### config.mk
export PLATFORM = sky130hd
export DESIGN_NAME = mdio_slave
export DESIGN_NICKNAME = d
export VERILOG_FILES = /design/src/rtl/mdio_pkg.sv /design/src/rtl/mdio_sync_edge.sv /design/src/rtl/mdio_slave.sv
export SDC_FILE = /design/constraint.sdc
export NUM_CORES = 1
export LEC_CHECK = 0
export CORE_MARGIN = 1
export CORE_UTILIZATION = 40
export DETAILED_ROUTE_END_ITERATION = 10
export DONT_BUFFER_PORTS = 1
export PLACE_DENSITY = 0.5
export SYNTH_ARGS = -nofsm -noshare
export SYNTH_HDL_FRONTEND = slang
export SYNTH_HIERARCHICAL = 1
export SYNTH_SLANG_ARGS = --single-unit
### constraint.sdc
create_clock -name clk_i -period 4.1 [get_ports clk_i]
set_input_delay 0.82 -clock clk_i [delete_from_list [all_inputs] [get_ports clk_i]]
set_output_delay 0.82 -clock clk_i [all_outputs]
set_load 0.02 [all_outputs]
### src/rtl/mdio_pkg.sv
// mdio_pkg: shared definitions for the Clause-22 MDIO slave.
//   mdio_state_e : frame FSM states
//   MDIO_OP_*    : OP field encodings
//   MDIO_ST      : start-of-frame code
//   field widths and bit counts used by the frame parser
package mdio_pkg;

    typedef enum logic [2:0] {
        S_PRE   = 3'd0,
        S_ST    = 3'd1,
        S_OP    = 3'd2,
        S_PHYAD = 3'd3,
        S_REGAD = 3'd4,
        S_TA    = 3'd5,
        S_DATA  = 3'd6,
        S_SKIP  = 3'd7
    } mdio_state_e;

    localparam logic [1:0] MDIO_OP_WR = 2'b01;
    localparam logic [1:0] MDIO_OP_RD = 2'b10;
    localparam logic [1:0] MDIO_ST    = 2'b01;

    localparam int unsigned CNT_W     = 5;
    localparam int unsigned OP_BITS   = 2;
    localparam int unsigned ADDR_W    = 5;
    localparam int unsigned TA_BITS   = 2;
    localparam int unsigned DATA_W    = 16;
    // TA + DATA bits left after REGAD in a frame addressed to another PHY
    localparam int unsigned SKIP_BITS = 18;

endpackage

### src/rtl/mdio_sync_edge.sv
// mdio_sync_edge: 2-flop synchronizer with registered rise detect.
//   clk_i  : system clock
//   rstn_i : async active-low reset
//   d_i    : asynchronous input
//   q_o    : synchronized level
//   rise_o : one-cycle pulse in the first cycle q_o is high
module mdio_sync_edge (
    input  logic clk_i,
    input  logic rstn_i,
    input  logic d_i,
    output logic q_o,
    output logic rise_o
);

    logic [1:0] sync_q;

    // rise_o is registered so it lines up with the cycle q_o goes high
    always_ff @(posedge clk_i or negedge rstn_i) begin
        if (!rstn_i) begin
            sync_q <= 2'b00;
            rise_o <= 1'b0;
        end else begin
            sync_q <= {sync_q[0], d_i};
            rise_o <= sync_q[0] & ~sync_q[1];
        end
    end

    assign q_o = sync_q[1];

endmodule

### src/rtl/mdio_slave.sv
// mdio_slave: Clause-22 MDIO management slave, oversampling MDC with clk_i.
//   clk_i, rstn_i            : system clock, async active-low reset
//   mdc_i, mdio_i            : MDIO pad clock / data in (async to clk_i)
//   mdio_o, mdio_oe_o        : MDIO pad data out / output enable
//   reg_addr_o, reg_wdata_o  : register address and write data
//   reg_wr_o, reg_rd_o       : one-cycle write / read strobes
//   reg_rdata_i              : read data, valid one cycle after reg_rd_o
// Optional: define MDIO_PREAMBLE_SUPPRESS_EN to accept a frame after a
// single idle 1-bit following a completed addressed frame.
module mdio_slave
    import mdio_pkg::*;
#(
    parameter logic [4:0]  PHY_ADDR = 5'h1F,
    parameter int unsigned PRE_LEN  = 32
) (
    input  logic                clk_i,
    input  logic                rstn_i,
    input  logic                mdc_i,
    input  logic                mdio_i,
    output logic                mdio_o,
    output logic                mdio_oe_o,
    output logic [ADDR_W-1:0]   reg_addr_o,
    output logic [DATA_W-1:0]   reg_wdata_o,
    output logic                reg_wr_o,
    output logic                reg_rd_o,
    input  logic [DATA_W-1:0]   reg_rdata_i
);

    localparam int unsigned PRE_W = $clog2(PRE_LEN + 1);

    logic mdc_s, mdc_rise, mdio_s, mdio_rise;
    logic unused_c;

    mdio_sync_edge u_sync_mdc (
        .clk_i  (clk_i),
        .rstn_i (rstn_i),
        .d_i    (mdc_i),
        .q_o    (mdc_s),
        .rise_o (mdc_rise)
    );

    mdio_sync_edge u_sync_mdio (
        .clk_i  (clk_i),
        .rstn_i (rstn_i),
        .d_i    (mdio_i),
        .q_o    (mdio_s),
        .rise_o (mdio_rise)
    );

    assign unused_c = &{1'b0, mdc_s, mdio_rise};

    mdio_state_e         state_q, state_d;
    logic [PRE_W-1:0]    pre_cnt_q;
    logic [CNT_W-1:0]    bit_cnt_q;
    logic [DATA_W-1:0]   sh_q;
    logic [DATA_W-1:0]   rd_sh_q;
    logic                op_rd_q;
    logic                phy_match_q;
    logic                rd_cap_q;
    logic [1:0]          op_c;
    logic                pre_full_c;
    logic                pre_ok_c;
    logic                rd_shift_c;
    logic                data_last_c;

    assign op_c        = {sh_q[0], mdio_s};
    assign pre_full_c  = (pre_cnt_q == PRE_W'(PRE_LEN));
    assign data_last_c = (bit_cnt_q == CNT_W'(DATA_W - 1));

`ifdef MDIO_PREAMBLE_SUPPRESS_EN
    logic supp_ok_q;

    // Armed by a completed addressed frame, consumed by the next ST
    always_ff @(posedge clk_i or negedge rstn_i) begin
        if (!rstn_i) begin
            supp_ok_q <= 1'b0;
        end else if (mdc_rise) begin
            if (state_q == S_DATA && data_last_c) begin
                supp_ok_q <= 1'b1;
            end else if (state_q == S_PRE && state_d == S_ST) begin
                supp_ok_q <= 1'b0;
            end
        end
    end

    assign pre_ok_c = pre_full_c || (supp_ok_q && (pre_cnt_q != '0));
`else
    assign pre_ok_c = pre_full_c;
`endif

    // Read shifter advances on the rises that put a new data bit on the pad
    assign rd_shift_c = mdc_rise && op_rd_q &&
                        ((state_q == S_TA && bit_cnt_q == CNT_W'(TA_BITS - 1)) ||
                         (state_q == S_DATA && !data_last_c));

    // State register
    always_ff @(posedge clk_i or negedge rstn_i) begin
        if (!rstn_i) begin
            state_q <= S_PRE;
        end else begin
            state_q <= state_d;
        end
    end

    // Next-state logic; only MDC rising edges advance the frame
    always_comb begin
        state_d = state_q;
        if (mdc_rise) begin
            case (state_q)
                S_PRE: begin
                    if (mdio_s == MDIO_ST[1] && pre_ok_c) begin
                        state_d = S_ST;
                    end
                end
                S_ST: begin
                    state_d = (mdio_s == MDIO_ST[0]) ? S_OP : S_PRE;
                end
                S_OP: begin
                    if (bit_cnt_q == CNT_W'(OP_BITS - 1)) begin
                        state_d = (op_c == MDIO_OP_WR || op_c == MDIO_OP_RD) ? S_PHYAD : S_PRE;
                    end
                end
                S_PHYAD: begin
                    if (bit_cnt_q == CNT_W'(ADDR_W - 1)) begin
                        state_d = S_REGAD;
                    end
                end
                S_REGAD: begin
                    if (bit_cnt_q == CNT_W'(ADDR_W - 1)) begin
                        state_d = phy_match_q ? S_TA : S_SKIP;
                    end
                end
                S_TA: begin
                    if (bit_cnt_q == CNT_W'(TA_BITS - 1)) begin
                        state_d = S_DATA;
                    end
                end
                S_DATA: begin
                    if (data_last_c) begin
                        state_d = S_PRE;
                    end
                end
                S_SKIP: begin
                    if (bit_cnt_q == CNT_W'(SKIP_BITS - 1)) begin
                        state_d = S_PRE;
                    end
                end
                default: state_d = S_PRE;
            endcase
        end
    end

    // Frame datapath: counters, input shifter, pad drive and strobes
    always_ff @(posedge clk_i or negedge rstn_i) begin
        if (!rstn_i) begin
            pre_cnt_q   <= '0;
            bit_cnt_q   <= '0;
            sh_q        <= '0;
            op_rd_q     <= 1'b0;
            phy_match_q <= 1'b0;
            rd_cap_q    <= 1'b0;
            mdio_o      <= 1'b0;
            mdio_oe_o   <= 1'b0;
            reg_addr_o  <= '0;
            reg_wdata_o <= '0;
            reg_wr_o    <= 1'b0;
            reg_rd_o    <= 1'b0;
        end else begin
            reg_wr_o <= 1'b0;
            reg_rd_o <= 1'b0;
            rd_cap_q <= reg_rd_o;
            if (mdc_rise) begin
                bit_cnt_q <= (state_d != state_q) ? '0 : bit_cnt_q + CNT_W'(1);
                sh_q      <= {sh_q[DATA_W-2:0], mdio_s};
                case (state_q)
                    S_PRE: begin
                        // Count is only ever non-zero while in PRE
                        if (mdio_s) begin
                            if (!pre_full_c) begin
                                pre_cnt_q <= pre_cnt_q + PRE_W'(1);
                            end
                        end else begin
                            pre_cnt_q <= '0;
                        end
                    end
                    S_OP: begin
                        if (bit_cnt_q == CNT_W'(OP_BITS - 1)) begin
                            op_rd_q <= (op_c == MDIO_OP_RD);
                        end
                    end
                    S_PHYAD: begin
                        if (bit_cnt_q == CNT_W'(ADDR_W - 1)) begin
                            phy_match_q <= ({sh_q[ADDR_W-2:0], mdio_s} == PHY_ADDR);
                        end
                    end
                    S_REGAD: begin
                        if (bit_cnt_q == CNT_W'(ADDR_W - 1) && phy_match_q) begin
                            reg_addr_o <= {sh_q[ADDR_W-2:0], mdio_s};
                            reg_rd_o   <= op_rd_q;
                        end
                    end
                    S_TA: begin
                        // First TA bit stays released; drive the 0 of TA next
                        if (op_rd_q && bit_cnt_q == '0) begin
                            mdio_oe_o <= 1'b1;
                            mdio_o    <= 1'b0;
                        end
                        if (rd_shift_c) begin
                            mdio_o <= rd_sh_q[DATA_W-1];
                        end
                    end
                    S_DATA: begin
                        if (op_rd_q) begin
                            if (data_last_c) begin
                                mdio_oe_o <= 1'b0;
                                mdio_o    <= 1'b0;
                            end else begin
                                mdio_o <= rd_sh_q[DATA_W-1];
                            end
                        end else if (data_last_c) begin
                            reg_wdata_o <= {sh_q[DATA_W-2:0], mdio_s};
                            reg_wr_o    <= 1'b1;
                        end
                    end
                    default: ;
                endcase
            end
        end
    end

    // Read data lands one cycle after reg_rd_o and is then shifted out MSB first
    always_ff @(posedge clk_i or negedge rstn_i) begin
        if (!rstn_i) begin
            rd_sh_q <= '0;
        end else if (rd_cap_q) begin
            rd_sh_q <= reg_rdata_i;
        end else if (rd_shift_c) begin
            rd_sh_q <= {rd_sh_q[DATA_W-2:0], 1'b0};
        end
    end

endmodule

* Word level (Yosys, flattened, before mapping)
Index checks and enable logic that the tools add are counted.
** Storage, ports and cells
- Logic and storage cells :: 98
- Register bits :: 78
- Input port bits :: 20
** Cells by class
- Add/sub/neg operators :: 2
- Eq/ne operators :: 21
- Multiplexer cells :: 33
- Reductions and logical operators :: 21
- Bitwise gates (word level) :: 4
** Operators by type and width (number)
- $mux 16 :: 2
- $mux 3 :: 8
- $pmux 3 s8 :: 1
- $mux 1 :: 14
- $eq 3x3->1 const B :: 4
- $mux 6 :: 2
- $reduce_and 3->1 :: 4
- $eq 5x5->1 const B :: 2
- $reduce_and 4->1 :: 2
- $logic_and 1x1->1 :: 7
- $add 6x1->6 const B :: 1
- $eq 3x2->1 const B :: 2
- $eq 6x6->1 const B :: 1
- $mux 2 :: 3
- $ne 2x2->1 const B :: 3
- $add 5x1->5 const B :: 1
- $eq 5x1->1 const B :: 1
- $eq 5x3->1 const B :: 1
- $eq 5x4->1 const B :: 1
- $logic_not 5->1 :: 1
- $mux 5 :: 1
- $reduce_and 5->1 :: 1
- $pmux 1 s2 :: 2
- $reduce_bool 2->1 :: 2
- 11 further kinds :: 14

* Logic depth before layout (Yosys ltp)
Gate-level depths: netlist of run 1.
- Depth in word-level cells :: 8
- Mapped depth :: 9

* Hierarchy
The synthesis of run 1 kept the hierarchy.
** Modules (own cells, without submodules)
- mdio_slave :: instances 1, seq. area each 1826.8 um^2, cells an instance 297, area an instance 3458.3 um^2
- mdio_sync_edge :: instances 2, seq. area each 75.1 um^2, cells an instance 4, area an instance 88.8 um^2

* Least setup slack after synthesis of run 1
Ideal clock, no wire load.
- Path kind :: register -> register
- Start :: register bit_cnt_q[1]
- End :: register rd_sh_q[12]
- Path buffers :: 2
- Setup slack :: 2.005 ns
- Period minus slack after synthesis :: 2.095 ns
- Setup time :: 0.132 ns
- Stages on the path, launching flop included :: 10
- Arrival time :: 1.963 ns
- Data required time :: 3.968 ns
- Cells stage by stage :: dfrtp_1 -> inv_1 -> ha_1 -> or4b_4 -> o22ai_1 -> and4_4 -> buf_12 -> buf_12 -> mux2i_1 -> o21ai_1
** Between the ends
- Cells in the longest elaborated chain, start to end :: 6
- Elaborated cells between the ends (all ways) :: 8
** Ends and longest elaborated chain
- start: declaration :: RTL line mdio_slave.sv:54 : logic [CNT_W-1:0] bit_cnt_q;
- start signal: assignment :: RTL line mdio_slave.sv:173 : bit_cnt_q <= (state_d != state_q) ? '0 : bit_cnt_q + CNT_W'(1);
- $eq 5x4->1 :: RTL line mdio_slave.sv:68 : assign data_last_c = (bit_cnt_q == CNT_W'(DATA_W - 1));
- $logic_not 1->1 :: RTL line mdio_slave.sv:94 : (state_q == S_DATA && !data_last_c));
- $logic_and 1x1->1 :: RTL line mdio_slave.sv:94
- $logic_or 1x1->1 (*) :: RTL line mdio_slave.sv:93 : ((state_q == S_TA && bit_cnt_q == CNT_W'(TA_BITS - 1)) ||
- $logic_and 1x1->1 (*) :: RTL line mdio_slave.sv:92 : assign rd_shift_c = mdc_rise && op_rd_q &&
- $reduce_bool 2->1 (no line) (*)
- end signal: assignment :: RTL line mdio_slave.sv:236 : rd_sh_q <= reg_rdata_i;
- end signal: assignment :: RTL line mdio_slave.sv:238 : rd_sh_q <= {rd_sh_q[DATA_W-2:0], 1'b0};
- end: declaration :: RTL line mdio_slave.sv:56 : logic [DATA_W-1:0] rd_sh_q;
Mark *: on every way between the ends. The rest lies on a longest branch, timed or not.
A chain may end at the register's enable or synchronous reset.

* Final worst setup path of run 1
- Start :: register bit_cnt_q[0]
- End :: register bit_cnt_q[4]
** Between the ends
- Cells in the longest elaborated chain, start to end :: 6
- Elaborated cells between the ends (all ways) :: 15
** Ends and longest elaborated chain
- $eq 5x5->1 (tied with other cells) :: RTL line mdio_slave.sv:144 : if (bit_cnt_q == CNT_W'(SKIP_BITS - 1)) begin
- $mux 3 (tied with other cells) :: RTL line mdio_slave.sv:144
- $pmux 3 s8 :: RTL line mdio_slave.sv:109 : case (state_q)
- $mux 3 :: RTL line mdio_slave.sv:108 : if (mdc_rise) begin
- $ne 3x3->1 :: RTL line mdio_slave.sv:173
- $mux 5 (*) :: RTL line mdio_slave.sv:173
Marks and branches as above.

==> results.md, run 1 <==
* Syn Area/Cell at 11.9 µm²
* Routed WL per cell at 16.0 µm
* Register area at 1950 µm²
* Crit path launch: bit_cnt_q[0]
* Post-DP Area at 3650 µm²
* Cells after synthesis at 303
* Crit path kind: flip-flop to flip-flop
* Clk Tree Root Cell: clkbuf_8
* Antenna Cells at 0
* Fillers at 820
* RD Place Congestion at 0.801
* HPWL Detailed at 4300 µm
* Hold_buf cts at 0
* PortBufs at 0
* IO Pins at 45
* Fin crit share at 58.2%
* Slew HR at a little over two fifths
* Final net count at 330
* Maxcap violations at 0
* Final WL at 6650 µm
* Worst Tran Pin Value at 0.867 ns
* Final Slew Violations at 0
* CTS tree: built
* Period minus WS final at around 2.4 ns
* Vias in the first global route at 2331
* Status: finished, final reports clean
* 1st-iter DRT viols at ~190
* Clk_lat worst skew at roughly 0.34 ns
* Setup TNS at 0 ns
* Final instance area at 3890 µm²
* Final hold viol count at 0
* Synth warnings at 6
* FP Rows at 34
* Fmax at between 400 and 500 MHz
* Area grow syn2layout at 8.10%
* Die Span Y at 96.8 µm
* Final global-route overflow total at 0
* Layout cells sized above 1 at 20.5%
* Post CTS Setup Buffer Count at 0
* Initial antenna violation count at 0
* Reg2Reg Depth at 8
* Worst clock skew at about 0.009 ns
* Placed cells at 399
* Worst setup SP type: flip-flop
* H-tree levels at 3
* Post-CTS Resized at 0
* Pwr Density at 546 nW/µm²
* GRT Resource Usage Total at 15.7%
* Reg clk slew, reported paths at roughly 0.09 ns
* Multi-input logic area at about 1500 µm²
* Starting density of the core at about two fifths
* Pin count of the biggest net entering global routing at 79
* DRC Markers at 0
* CP Max Fanout at 5
* Via count of the routed design at 2262
* Worst vdd ir at 296 µV
* Worst r2r src: bit_cnt_q[0]
* CTS Sinks at 78
* Die W at a little under 100 µm
* ANT nets after route at 0
* Non-Filler Instances at 415
* Req. time, crit path at 4.30 ns
* CP Data Arrival Time at between 2 and 3 ns
* Worst Hold Class: input port to async pin
* Syn_nets at 331
* Drt pass-1 iters at 4
* RSZ-0062 raised after global routing: no
* First-pass GRT wire length at 11800 µm
* Cell Area, Synth at roughly 3600 µm²
* Lkg Pwr at 0.00165 µW
* Post-DR vias/cell at roughly 5.5
* Setup violations, final at 0
* Setup crit end kind: flip-flop
* Core Area at 8720 µm²
* Clock Tree Buf Depth at 2
* Num CTS Buffers at 9
* Die area at 9380 µm²
## final timing paths
| kind | end | slack (ns) |
|---|---|---|
| min in group clk_i | u_sync_mdio/sync_q[1] | 0.36 |
| worst min register to register | u_sync_mdio/sync_q[1] | 0.36 |
| worst max register to register | bit_cnt_q[4] | 1.72 |
| max in group asynchronous | reg_addr_o[3] | 3.79 |
| worst min-delay path | mdio_oe_o | 0.17 |
| worst max-delay path | bit_cnt_q[4] | 1.72 |
## registers in the layout, summed over array words and instances, names as in the netlist
signal,flops
u_sync_mdc/sync_q,2
bit_cnt_q,5
rd_cap_q,1
reg_rd_o,1
mdio_oe_o,1
state_q,3
u_sync_mdio/sync_q,2
reg_wdata_o,16
reg_wr_o,1
mdio_o,1
pre_cnt_q,6
phy_match_q,1
op_rd_q,1
u_sync_mdc/rise_o,1
rd_sh_q,16
reg_addr_o,5
sh_q,15
## power breakdown
group          switching (µW)  total, µW  internal, µW  leakage (µW)
clock                     293        676           383      0.000121
sequential                167       1060           889      0.000958
combinational             192        390           199      0.000567
## layer usage
layer	vias to the layer above	routed length [µm]	global-route usage, %
met5	-	0	0
met4	0	94	6.08
met3	9	317	4.05
met2	51	2940	23.1
met1	1121	3300	22.1
li1	1081	-	-
## critical path, stage by stage, from the launching register on
cell       delay, ns
dfrtp_1         0.43
ha_1            0.18
and3_2          0.18
ha_1            0.23
nand3b_1        0.13
o311ai_1        0.15
a2111oi_2       0.56
a41o_1          0.29
o32ai_1         0.09
## metrics by stage
| stage | hold WS [ns] | power [µW] | setup WS (ns) | util (%) |
|---|---|---|---|---|
| after floorplan | 0.331 | 1360 | 2.01 | - |
| after global placement | 0.350 | 1460 | 1.85 | 41.9 |
| after detailed placement | 0.338 | 1460 | 1.79 | 41.9 |
| after CTS | 0.142 | 2150 | 1.71 | 44.6 |
| after global routing | 0.136 | 2260 | 1.61 | 44.6 |
| final | 0.166 | 2120 | 1.72 | 44.6 |
## placed cells by master (no fill, tap or decap), drive strengths merged, types with 6 or more instances in the layout
cell type  instances
dfrtp             78
mux2              36
nand2             32
o21ai             27
mux2i             17
nor2              11
clkbuf            11
inv               11
nand3              8
ha                 8
nand2b             6
and3               6
## final cells by class
cell class,count,share of cell area (%)
clock inverters,5,2.22
flip-flops and latches,78,50.2
well taps,108,3.47
multi-input cells,203,39.1
inverters,8,0.772
repair buffers,2,0.386
clock buffers,11,3.89
Note: power is estimated with default switching activity, not from simulation.
==> run 2: changes to the inputs <==
PLACE_DENSITY = 0.52   (was 0.5)
clock period = 2 ns   (was 4.1 ns; I/O delays follow)
==> run 2 against run 1 <==
  * The flow now finishes with violations (negative hold slack, negative setup slack)
  * Clock power increased by 80%
  * Clock skew increased by 0.00077 ns
  * Core utilization increased by 5.6 points
  * Total power increased by 120%
  * Combinational power increased to 3.6 times the previous value
  * Register-to-register slack got worse by 1.8 ns
  * Wire length increased by 7.9%
  * Critical path type unchanged
  * Largest cell class unchanged
==> results.md, run 2 (synthesis gave the netlist of run 1 again) <==
* CP Data Arrival Time at between 2 and 2.5 ns
* Setup crit end kind: flip-flop
* Setup violations, final at 25
* HPWL Detailed at between 4000 and 5000 µm
* Die area at ~9400 µm²
* Failing checks: negative hold slack, negative setup slack
* GRT Resource Usage Total at about 16%
* Die W at 96.8 µm
* Fillers at about 770
* Multi-input logic area at 1650 µm²
* Setup WS post-layout at -0.129 ns
* Top flop regs: rd_sh_q (16), reg_wdata_o (16), sh_q (15)
* Commonest non-fill, non-tap cell in the layout: dfrtp_1
* Reg2reg end: rd_sh_q[10]
* Req. time, crit path at 2.24 ns
* Routed WL per cell at 15.7 µm
* Register area at 1950 µm²
* Pwr Density at 1090 nW/µm²
* R2R Setup Slk at -0.13 ns
* Crit path kind: flip-flop to flip-flop
* Final Slew Violations at 0
* Post-DR vias/cell at 5.40
* Placed cells at 429
* Final instance area at 4380 µm²
* Final net count at 371
* Vias in the first global route at 2481
* Status: complete, but fails checks
* IO Pins at 45
* CP Max Fanout at 4
* Reg clk slew, reported paths at 0.09 ns
* PortBufs at 0
* Clk Tree Root Cell: clkbuf_8
* Fmax at about 470 MHz
* CP cell instances: inv_2 -> ha_4 -> or4b_4 -> o22ai_2 -> and4_4 -> clkbuf_16 -> mux2i_1 -> o21ai_1
* RSZ-0062 raised after global routing: yes
* Period minus WS final at 2.13 ns
* Worst r2r src: bit_cnt_q[1]
* Antenna Cells at 0
* WHS at -0.268 ns
* ANT nets after route at 0
* Worst vdd ir at 492 µV
* Slowest-stage cell, CP: or4b_4
* Area grow syn2layout at 21.7%
* First-pass GRT wire length at 12100 µm
* Clk_lat worst skew at 0.35 ns
* Worst Tran Pin Value at approximately 0.40 ns
* Critical path's largest stage delay at 0.47 ns
* Fin crit share at 106%
* Worst Hold Class: input port to async pin
* RD Place Congestion at 0.883
* Slew HR at roughly three quarters
* DRC Markers at 0
* Final hold viol count at 78
* Layout cells sized above 1 at 34.8%
* Via count of the routed design at 2461
* Non-Filler Instances at 456
* CTS tree: built
* Drt pass-1 iters at 4
* Lkg Pwr at 0.00187 µW
* Reg2Reg Depth at 8
* Worst setup SP type: flip-flop
* Worst clock skew at 0.00957 ns
* Final global-route overflow total at 0
* Pin count of the biggest net entering global routing at 79
* 1st-iter DRT viols at 156
* FP Rows at 34
* Maxcap violations at 0
* Setup TNS at -2.43 ns
* Die Span Y at just under 100 µm
* Post-DP Area at about 3900 µm²
* Clock Tree Buf Depth at 2
* Tot Pwr at between 4000 and 5000 µW
* Initial antenna violation count at 0
* Commonest non-fill, non-tap cells in the layout: dfrtp_1 (78), mux2_2 (36), buf_4 (36)
* CTS Sinks at 78
* Num CTS Buffers at 9
* Core Area at 8720 µm²
* Starting density of the core at 41.2%
* H-tree levels at 3
* Final WL at 7180 µm
[run 2: layer usage]
metal	GRT usage [%]	up-vias	part of all wire, %
li1	-	1172	-
met4	6.77	0	2.0
met3	4.12	14	6.2
met2	23.9	65	45
met5	0	-	0
met1	22.1	1210	47
[run 2: power by group]
part	internal, µW	switching (µW)	leakage, µW
Combinational	802	598	0.000806
Clock	594	625	0.000106
Sequential	1820	322	0.000958
[run 2: layout make-up]
type,count,share of cell area [%]
multi-input combinational,203,37.8
timing repair buffer,43,9.26
sequential,78,44.6
tap,108,3.09
clock buffer,9,2.83
inverter,8,0.686
clock inverter,7,1.77
[run 2: repair_timing]
item / CTS / global route
endpoints found under the setup margin: 43 / 43
resized for setup: 16 / 20
pin swaps: 3 / 11
hold endpoints to repair: 78 / 78
gates cloned: 1 / 1
buffers inserted: 3 / 6
[run 2: per-stage QoR]
| stage | utilization [%] | setup WS [ns] | hold slack (ns) |
|---|---|---|---|
| after detailed placement | 45.0 | -0.158 | 0.109 |
| after CTS | 48.5 | -0.137 | -0.289 |
| after global routing | 50.2 | -0.236 | -0.294 |
| final | 50.2 | -0.129 | -0.268 |
| after floorplan | - | -0.0720 | 0.104 |
| after global placement | 45.0 | -0.164 | 0.109 |
[run 2: worst max-delay path: cells and delay by family (launching register included)]
kind            cells  cell delay [ns]
mux                 1             0.18
compound gates      2             0.23
flops               1             0.43
simple gates        2             0.79
fa+ha+maj           1             0.12
buf+inv             2             0.27
[run 2: worst max path at each step]
stage | end | slack [ns] | cells after the start | start
after detailed placement | reg_addr_o[3] | -0.16 | 6 | bit_cnt_q[1]
after floorplan | rd_sh_q[12] | -0.07 | 9 | bit_cnt_q[1]
after CTS | reg_addr_o[2] | -0.14 | 7 | bit_cnt_q[0]
final | rd_sh_q[10] | -0.13 | 8 | bit_cnt_q[1]
after global placement | reg_addr_o[1] | -0.16 | 6 | bit_cnt_q[1]
after global routing | rd_sh_q[9] | -0.24 | 8 | bit_cnt_q[1]
==> run 3: changes to the inputs <==
CTS_CLUSTER_SIZE = 24   (was unset)
==> results of run 3 <==
No change in the layout: final DEF, timing and power equal those of run 2.
